**config.mk**
```make
export PLATFORM = sky130hd
export DESIGN_NAME = cdi_bus_decoder
export DESIGN_NICKNAME = d
export VERILOG_FILES = /design/src/rtl/cdi_bus_pkg.sv /design/src/rtl/cdi_region_match.sv /design/src/rtl/cdi_bus_decoder.sv
export SDC_FILE = /design/constraint.sdc
export NUM_CORES = 1
export LEC_CHECK = 0
export CAP_MARGIN = 20
export CELL_PAD_IN_SITES_DETAIL_PLACEMENT = 1
export CELL_PAD_IN_SITES_GLOBAL_PLACEMENT = 1
export CORE_MARGIN = 2
export CORE_UTILIZATION = 24
export DETAILED_ROUTE_END_ITERATION = 8
export GPL_ROUTABILITY_DRIVEN = 0
export PLACE_DENSITY_LB_ADDON = 0.1
export SLEW_MARGIN = 20
export SYNTH_ARGS = -nofsm -noshare
export SYNTH_HDL_FRONTEND = slang
export SYNTH_SLANG_ARGS = --single-unit
export TNS_END_PERCENT = 100
```
**constraint.sdc**
```tcl
create_clock -name clk -period 2.2 [get_ports clk]
set_input_delay 0.33 -clock clk [delete_from_list [all_inputs] [get_ports clk]]
set_output_delay 0.33 -clock clk [all_outputs]
set_load 0.03 [all_outputs]
```
**src/rtl/cdi_bus_pkg.sv**
```systemverilog
// Shared types, field widths and helpers for the CD-i CPU bus decoder.
package cdi_bus_pkg;

    localparam int unsigned ADDR_W      = 23;
    localparam int unsigned WAIT_W      = 4;
    localparam int unsigned TO_W        = 8;
    localparam int unsigned IDX_W       = 4;
    localparam int unsigned MAX_REGIONS = 16;

    typedef enum logic [2:0] {
        StIdle,
        StAccess,
        StAck,
        StErr,
        StRelease
    } bus_state_e;

    // Lowest set bit wins, so lower-numbered regions take priority on overlap.
    function automatic logic [IDX_W-1:0] prio_enc(input logic [MAX_REGIONS-1:0] hits);
        prio_enc = '0;
        for (int i = int'(MAX_REGIONS) - 1; i >= 0; i--) begin
            if (hits[i]) prio_enc = IDX_W'(i);
        end
    endfunction

    function automatic logic [MAX_REGIONS-1:0] idx_onehot(input logic [IDX_W-1:0] idx);
        idx_onehot = MAX_REGIONS'(1) << idx;
    endfunction

endpackage

```
**src/rtl/cdi_region_match.sv**
```systemverilog
// Combinational base/mask compare of the CPU word address against every region,
// producing per-region hit bits and the priority-encoded region index.
module cdi_region_match
    import cdi_bus_pkg::*;
#(
    parameter int unsigned                    NUM_REGIONS = 4,
    parameter logic [NUM_REGIONS*ADDR_W-1:0]  REGION_BASE = '0,
    parameter logic [NUM_REGIONS*ADDR_W-1:0]  REGION_MASK = '0
) (
    input  logic [ADDR_W-1:0]      addr,
    output logic [NUM_REGIONS-1:0] hit,
    output logic [IDX_W-1:0]       idx
);

    always_comb begin
        hit = '0;
        for (int unsigned i = 0; i < NUM_REGIONS; i++) begin
            hit[i] = (addr & REGION_MASK[i*ADDR_W +: ADDR_W]) == REGION_BASE[i*ADDR_W +: ADDR_W];
        end
        idx = prio_enc(MAX_REGIONS'(hit));
    end

endmodule

```
**src/rtl/cdi_bus_decoder.sv**
```systemverilog
// CPU-side address decoder and bus-cycle controller: region select, wait states,
// optional external acknowledge, timeout watchdog and unmapped-address bus error.
module cdi_bus_decoder
    import cdi_bus_pkg::*;
#(
    parameter int unsigned                    NUM_REGIONS   = 4,
    parameter int unsigned                    DATA_W        = 16,
    parameter logic [NUM_REGIONS*ADDR_W-1:0]  REGION_BASE   = '0,
    parameter logic [NUM_REGIONS*ADDR_W-1:0]  REGION_MASK   = '0,
    parameter logic [NUM_REGIONS*WAIT_W-1:0]  REGION_WAIT   = '0,
    parameter logic [NUM_REGIONS-1:0]         REGION_EXTACK = '0,
    parameter int unsigned                    TIMEOUT       = 255
) (
    input  logic                          clk,
    input  logic                          reset_n,
    input  logic                          cpu_as,
    input  logic                          cpu_uds,
    input  logic                          cpu_lds,
    input  logic                          cpu_write_strobe,
    input  logic [ADDR_W-1:0]             cpu_addr,
    output logic                          cpu_bus_ack,
    output logic                          cpu_bus_err,
    output logic [DATA_W-1:0]             cpu_data_in,
    output logic [NUM_REGIONS-1:0]        region_cs,
    output logic [NUM_REGIONS-1:0]        region_start,
    input  logic [NUM_REGIONS-1:0]        region_ack,
    input  logic [NUM_REGIONS*DATA_W-1:0] region_dout
);

    bus_state_e               state_q, state_d;
    logic [IDX_W-1:0]         idx_q, idx_d;
    logic [WAIT_W-1:0]        wait_q, wait_d;
    logic [TO_W-1:0]          to_q, to_d;
    logic [DATA_W-1:0]        data_q, data_d;
    logic                     ack_q, ack_d;
    logic                     err_q, err_d;
    logic [NUM_REGIONS-1:0]   cs_q, cs_d;
    logic [NUM_REGIONS-1:0]   start_q, start_d;

    logic [NUM_REGIONS-1:0]   match_hit;
    logic [IDX_W-1:0]         match_idx;
    logic                     match_any;
    logic [WAIT_W-1:0]        match_wait;
    logic [MAX_REGIONS-1:0]   match_oh;
    logic [MAX_REGIONS-1:0]   active_oh;
    logic                     sel_extack;
    logic                     sel_ack;
    logic [DATA_W-1:0]        sel_dout;
    logic                     request;
    logic                     timeout_hit;
    logic                     unused_write;

    // Read/write sequencing is identical; the direction is not needed here.
    assign unused_write = cpu_write_strobe;

    assign request     = cpu_as && (cpu_uds || cpu_lds);
    assign match_any   = |match_hit;
    assign match_oh    = idx_onehot(match_idx);
    assign active_oh   = idx_onehot(idx_q);
    assign timeout_hit = (TIMEOUT != 0) && (to_q == TO_W'(TIMEOUT));

    cdi_region_match #(
        .NUM_REGIONS (NUM_REGIONS),
        .REGION_BASE (REGION_BASE),
        .REGION_MASK (REGION_MASK)
    ) u_match (
        .addr (cpu_addr),
        .hit  (match_hit),
        .idx  (match_idx)
    );

    always_comb begin
        match_wait = '0;
        sel_extack = 1'b0;
        sel_ack    = 1'b0;
        sel_dout   = '0;
        for (int unsigned i = 0; i < NUM_REGIONS; i++) begin
            if (match_idx == IDX_W'(i)) match_wait = REGION_WAIT[i*WAIT_W +: WAIT_W];
            if (idx_q == IDX_W'(i)) begin
                sel_extack = REGION_EXTACK[i];
                sel_ack    = region_ack[i];
                sel_dout   = region_dout[i*DATA_W +: DATA_W];
            end
        end
    end

    always_comb begin
        state_d = state_q;
        idx_d   = idx_q;
        wait_d  = wait_q;
        to_d    = to_q;
        data_d  = data_q;
        ack_d   = 1'b0;
        err_d   = 1'b0;
        cs_d    = '0;
        start_d = '0;

        unique case (state_q)
            StIdle: begin
                if (request) begin
                    if (match_any) begin
                        state_d = StAccess;
                        idx_d   = match_idx;
                        wait_d  = match_wait;
                        to_d    = '0;
                        cs_d    = match_oh[NUM_REGIONS-1:0];
                        start_d = match_oh[NUM_REGIONS-1:0];
                    end else begin
                        state_d = StErr;
                    end
                end
            end
            StAccess: begin
                if (!cpu_as) begin
                    state_d = StIdle;
                end else if (wait_q == '0 && (!sel_extack || sel_ack)) begin
                    state_d = StAck;
                    data_d  = sel_dout;
                    ack_d   = 1'b1;
                    cs_d    = active_oh[NUM_REGIONS-1:0];
                end else if (timeout_hit) begin
                    state_d = StErr;
                    err_d   = 1'b1;
                end else begin
                    cs_d = active_oh[NUM_REGIONS-1:0];
                    to_d = to_q + TO_W'(1);
                    if (wait_q != '0) wait_d = wait_q - WAIT_W'(1);
                end
            end
            StAck: begin
                state_d = StRelease;
            end
            StErr: begin
                // An unmapped request enters here with the pulse not yet shown;
                // a timeout enters with it already raised. Leave once it has been seen.
                if (err_q) begin
                    state_d = StRelease;
                end else begin
                    err_d = 1'b1;
                end
            end
            StRelease: begin
                if (!cpu_as) state_d = StIdle;
            end
            default: begin
                state_d = StIdle;
            end
        endcase
    end

    always_ff @(posedge clk or negedge reset_n) begin
        if (!reset_n) begin
            state_q <= StIdle;
            idx_q   <= '0;
            wait_q  <= '0;
            to_q    <= '0;
            data_q  <= '0;
            ack_q   <= 1'b0;
            err_q   <= 1'b0;
            cs_q    <= '0;
            start_q <= '0;
        end else begin
            state_q <= state_d;
            idx_q   <= idx_d;
            wait_q  <= wait_d;
            to_q    <= to_d;
            data_q  <= data_d;
            ack_q   <= ack_d;
            err_q   <= err_d;
            cs_q    <= cs_d;
            start_q <= start_d;
        end
    end

    assign cpu_bus_ack  = ack_q;
    assign cpu_bus_err  = err_q;
    assign cpu_data_in  = data_q;
    assign region_cs    = cs_q;
    assign region_start = start_q;

endmodule

```
# Word-level counts from Yosys, hierarchy flattened
# Index checks and enable logic that the tools add are counted.
# word_totals
regBits	41
out_inout_bits	26
wordCells	65
# classes
n_addsub	2
eq_ne	13
mux	32
reduce_logical	10
# op_table
op	count
two-way mux 8 bit	4
two-way mux 4 bit	5
two-way mux 3 bit	6
one-hot mux 8 bit (2 select lines)	1
one-hot mux 3 bit (5 select lines)	1
!= test 2 bit (second input constant)	7
two-way mux 1 bit	12
adder 8 x 1 -> 8 bit (second input constant)	1
equality test 8 bit (second input constant)	1
one-hot mux 4 bit (2 select lines)	1
equality test 3 x 2 -> 1 bit (second input constant)	2
AND reduction 6 bit	1
AND reduction 5 bit	1
zero test 4 bit	1
!= test 4 bit (second input constant)	1
one-hot mux 1 bit (2 select lines)	2
AND reduction 4 bit	1
nonzero test 4 bit	1
subtractor 4 x 1 -> 4 bit (second input constant)	1
equality test 3 x 1 -> 1 bit (second input constant)	1
equality test 3 bit (second input constant)	1
zero test 3 bit	1
AND reduction 3 bit	1
nonzero test 2 bit	1
2 further kinds	2

# Logic depth before layout (Yosys ltp)
# logic_depth
word_depth	6
depth_mapped	7
mapped_depth_nobuf	6

# Cells and area by module
# From an unflattened synthesis, not the netlist that was laid out.
# hier_totals
hier_cells	215
hier_area_um2	2508.7
# modules_own_cells
mod	instances	cells_each	area_each_um2	seq_area_each_um2
cdi_bus_decoder	1	205	2441.1	1126.1
cdi_region_match	1	10	67.6	0.0

# Least setup slack after synthesis
# Ideal clock, no wire load.
# synth_timing
path_type	register to register
start	register wait_q[0]
end	register wait_q[2]
setup_time_ns	0.124
arrival_time_ns	1.596
t_required_ns	2.076
slack_ns	0.480
path_stages_with_launch	8
synth_period_minus_slack_ns	1.720
cell_sequence	dfrtp_1 > inv_1 > ha_1 > or3b_1 > o211ai_2 > buf_4 > nor3b_1 > a211o_2
# synth_via
elab_chain_len	6
word_cells_on_any_way	11
cone_classes	1 x add/sub; 2 x eq/ne; 5 x mux; 3 x reduce/logical
# synth_rtl
element	line	text
from (decl)	cdi_bus_decoder.sv:32	logic [WAIT_W-1:0] wait_q, wait_d;
from (signal assigned)	cdi_bus_decoder.sv:165	wait_q <= wait_d;
subtractor 4 x 1 -> 4 bit	cdi_bus_decoder.sv:127	if (wait_q != '0) wait_d = wait_q - WAIT_W'(1);
two-way mux 4 bit	cdi_bus_decoder.sv:127	
two-way mux 4 bit	cdi_bus_decoder.sv:121	end else if (timeout_hit) begin
two-way mux 4 bit	cdi_bus_decoder.sv:116	end else if (wait_q == '0 && (!sel_extack || sel_ack)) begin
two-way mux 4 bit	cdi_bus_decoder.sv:114	if (!cpu_as) begin
one-hot mux 4 bit (2 select lines)	cdi_bus_decoder.sv:98	unique case (state_q)
# Several ways; a longest one is shown, not always the timed one. The select of a mux whose other input is x is not followed.
# A chain may end at the register's enable or synchronous reset.

# Worst setup path after layout
# layout_timing
start	register wait_q[0]
end	register to_q[2]
# layout_via
elab_chain_len	3
# layout_rtl
element	line	text
zero test 4 bit	cdi_bus_decoder.sv:116	
!= test 2 bit (no line)	n/a	
AND reduction 5 bit (no line)	n/a	
to (signal assigned)	cdi_bus_decoder.sv:166	to_q <= to_d;
to (decl)	cdi_bus_decoder.sv:33	logic [TO_W-1:0] to_q, to_d;
# Every way passes these cells.

==> impl_metrics.env <==
export IMPL_run_status="finished, final reports clean"
export IMPL_fin_area_sq_mm=0.00225
export IMPL_vdd_drop_max_mv=0.313
export IMPL_ios=123
export IMPL_synth_edf_count=0
export IMPL_cp_arrival_ps=2170
export IMPL_synthDistinctLibCells=46
export IMPL_worstSkewPairLatency_ps=290
export IMPL_period_minus_slack_ps=2010
export IMPL_nets=285
export IMPL_dp_cells=258
export IMPL_hp_class="in -> async"
export IMPL_met3_length_um=267
export IMPL_maxCapViolCount=0
export IMPL_yosys_area_top_type="dfrtp_1"
export IMPL_power_density_mw_per_mm2=1410
export IMPL_drive_gt1_share_pct=23.2
export IMPL_final_cell_count_no_fill=265
export IMPL_clk_pin_slew_ps=70
export IMPL_min_period_over_period_pct=91.2
export IMPL_hold_slack_ps=466
export IMPL_crit_chain="inv_1, ha_1, or3b_1, o211ai_2, buf_4, nor3b_1, a221o_1"
export IMPL_cp_data_required_time_ps=2370
export IMPL_rsz0062_at_grt="no"
export IMPL_tightest_slew_ps=555
export IMPL_netlist_area_sq_mm=0.00167
export IMPL_cp_start_kind="flop"
export IMPL_hold_buffers=0
export IMPL_crit_slowest_cell="or3b_1"
export IMPL_antenna_found_initial=0
export IMPL_synth_seq_cells=35
export IMPL_path_class="reg -> reg"
export IMPL_drt_iter0_markers=42
export IMPL_num_antenna_cells=0
export IMPL_io_buffers=40
export IMPL_top_layer_used="met4"
export IMPL_cp_max_fo=11
export IMPL_root_buffer="clkbuf_8"
export IMPL_h_tree_depth=2
export IMPL_fin_setup_tns_ps=0
export IMPL_cts_resized=0
export IMPL_wl_per_cell_um=15.7
export IMPL_synthTopCellsByCount="dfrtp_1 (35), mux2_2 (16), buf_4 (8)"
export IMPL_hpwl_mm=2.98
export IMPL_async_flop_share_pct=100
export IMPL_vias=1251
export IMPL_grt_ovfl_total=0
export IMPL_grt_pass1_vias=1292
export IMPL_setup_viol=0
export IMPL_die_w_um=87.4
export IMPL_multi_input_area_sq_um=712
export IMPL_postRouteAntennaNets=0
export IMPL_fp_coreArea_sq_mm=0.00676
export IMPL_cts_sinks=35
export IMPL_relSlewSlack_pct=62.9
export IMPL_yosys_warnings=0
export IMPL_num_rows=30
export IMPL_max_clock_path_buffers=2
export IMPL_synth_top_cell_area_share_pct=52.5
export IMPL_drc_errors=0
export IMPL_hold_viol_final=0
export IMPL_dr_pass1_iters=4
export IMPL_syn_inst=136
export IMPL_post_cts_buffers=0
export IMPL_viasPerCell=4.72
export IMPL_synth_avg_cell_area_sq_um=12.3
export IMPL_p_leak_nw=0.989
export IMPL_grt_usage_pct=11.5
export IMPL_max_freq_mhz=498
export IMPL_regArea_sq_um=876
export IMPL_final_core_utilization_pct=33.3
export IMPL_grt_pass1_wl_mm=6.66
export IMPL_place_area_sq_mm=0.00216
export IMPL_cts_buffers=5
export IMPL_skew_ps=9.01
export IMPL_synth_area_top_cells="dfrtp_1 (52%), mux2_2 (11%), buf_4 (3.6%)"
export IMPL_wl_met2_mm=1.94
export IMPL_cpPeakStageDelay_ps=430
export IMPL_cts_tree="yes"
export IMPL_drv_slew=0
export IMPL_fill_cells=754
export IMPL_wl_met1_mm=1.88
export IMPL_start_util_pct=24.7
export IMPL_yosysMostFrequentCell="dfrtp_1"
export IMPL_routed_wl_mm=4.15
export IMPL_fp_dieH_um=87.4
export IMPL_end_kind="flop"
export IMPL_syn2layout_area_growth_pct=34.9
export IMPL_synthFlopType="dfrtp_1"
export IMPL_grt_max_degree=36
export IMPL_die_area_sq_mm=0.00764
export IMPL_synth_seq_area_share_pct=52.5
## final timing paths
kind	end	slack (ps)	cells past startpoint	startpoint
max	to_q[2]	190	7	wait_q[0]
min	cpu_data_in[10]	470	2	reset_n
max reg2reg	to_q[2]	190	7	wait_q[0]
min reg2reg	cpu_data_in[14]	510	1	cpu_data_in[14]
max in group asynchronous	region_start[0]	1390	2	reset_n
min in group clk	cpu_data_in[14]	510	1	cpu_data_in[14]
## final cells by class
type	count	area share [%]
clock buffers	6	3.67
well taps	80	4.44
repair buffers	47	20.1
flip-flops and latches	35	38.9
clock inverters	1	0.222
inverters	5	1.06
multi-input cells	91	31.6
## routing by layer
metal,global-route usage [%],vias to the layer above
met3,3.41,6
met2,18.8,44
met4,4.20,0
li1,-,585
met5,0,-
met1,14.3,616
## metrics by stage
step / setup WS, ps / power, W
2_1_floorplan: 480 / 0.00211
6_report: 193 / 0.00317
3_3_place_gp: 169 / 0.00267
5_1_grt: 63.5 / 0.00339
3_5_place_dp: 156 / 0.00274
4_1_cts: 180 / 0.00323
## kinds of logic after synthesis
| family | Yosys count | synth area share [%] |
|---|---|---|
| AOI/OAI and AO/OA | 27 | 13.0 |
| xor gates and xnor gates | 1 | 0.525 |
| adders and majority gates | 3 | 2.25 |
| buffers and inverters | 15 | 6.00 |
| DFF | 35 | 52.5 |
| muxes | 16 | 10.8 |
| other | 1 | 0.225 |
| and+or+nand+nor | 38 | 14.8 |
## worst max-delay path, delay by kind of cell, from the launching register on
kind,cells,cell delay [ps]
adder cells (fa/ha/maj),1,160
flip-flops,1,400
AO/OA/AOI/OAI,2,520
buffers and inverters,2,330
AND/OR/NAND/NOR,2,480
## sequential cells by signal, summed over array words and instances (netlist names)
| register | count |
|---|---|
| region_start | 1 |
| to_q | 8 |
| state_q | 3 |
| wait_q | 4 |
| cpu_bus_err | 1 |
| region_cs | 1 |
| cpu_bus_ack | 1 |
| cpu_data_in | 16 |
## report_power, final
| group | switching (W) | total, W | internal (W) |
|---|---|---|---|
| sequential | 0.000202 | 0.00110 | 0.000901 |
| clock | 0.000228 | 0.000474 | 0.000246 |
| combinational | 0.000848 | 0.00159 | 0.000744 |
| total | 0.00128 | 0.00317 | 0.00189 |
## layout by cell type (no fill, tap or decap), types with 2 or more instances in the layout
cell | netlist | final
o21ai_0 | 7 | 7
o211ai_1 | 2 | 2
nor3b_1 | 6 | 6
nand2_1 | 7 | 7
clkbuf_8 | 0 | 6
nor4_1 | 2 | 2
buf_4 | 8 | 7
clkdlybuf4s50_1 | 0 | 40
a211o_2 | 2 | 2
a41oi_1 | 2 | 2
a31oi_1 | 2 | 2
a22o_2 | 2 | 2
nand3_1 | 7 | 7
inv_1 | 4 | 4
dfrtp_1 | 35 | 35
ha_1 | 3 | 3
mux2_2 | 16 | 16
conb_1 | 1 | 6
No activity file was read; power rests on OpenSTA's default activity.
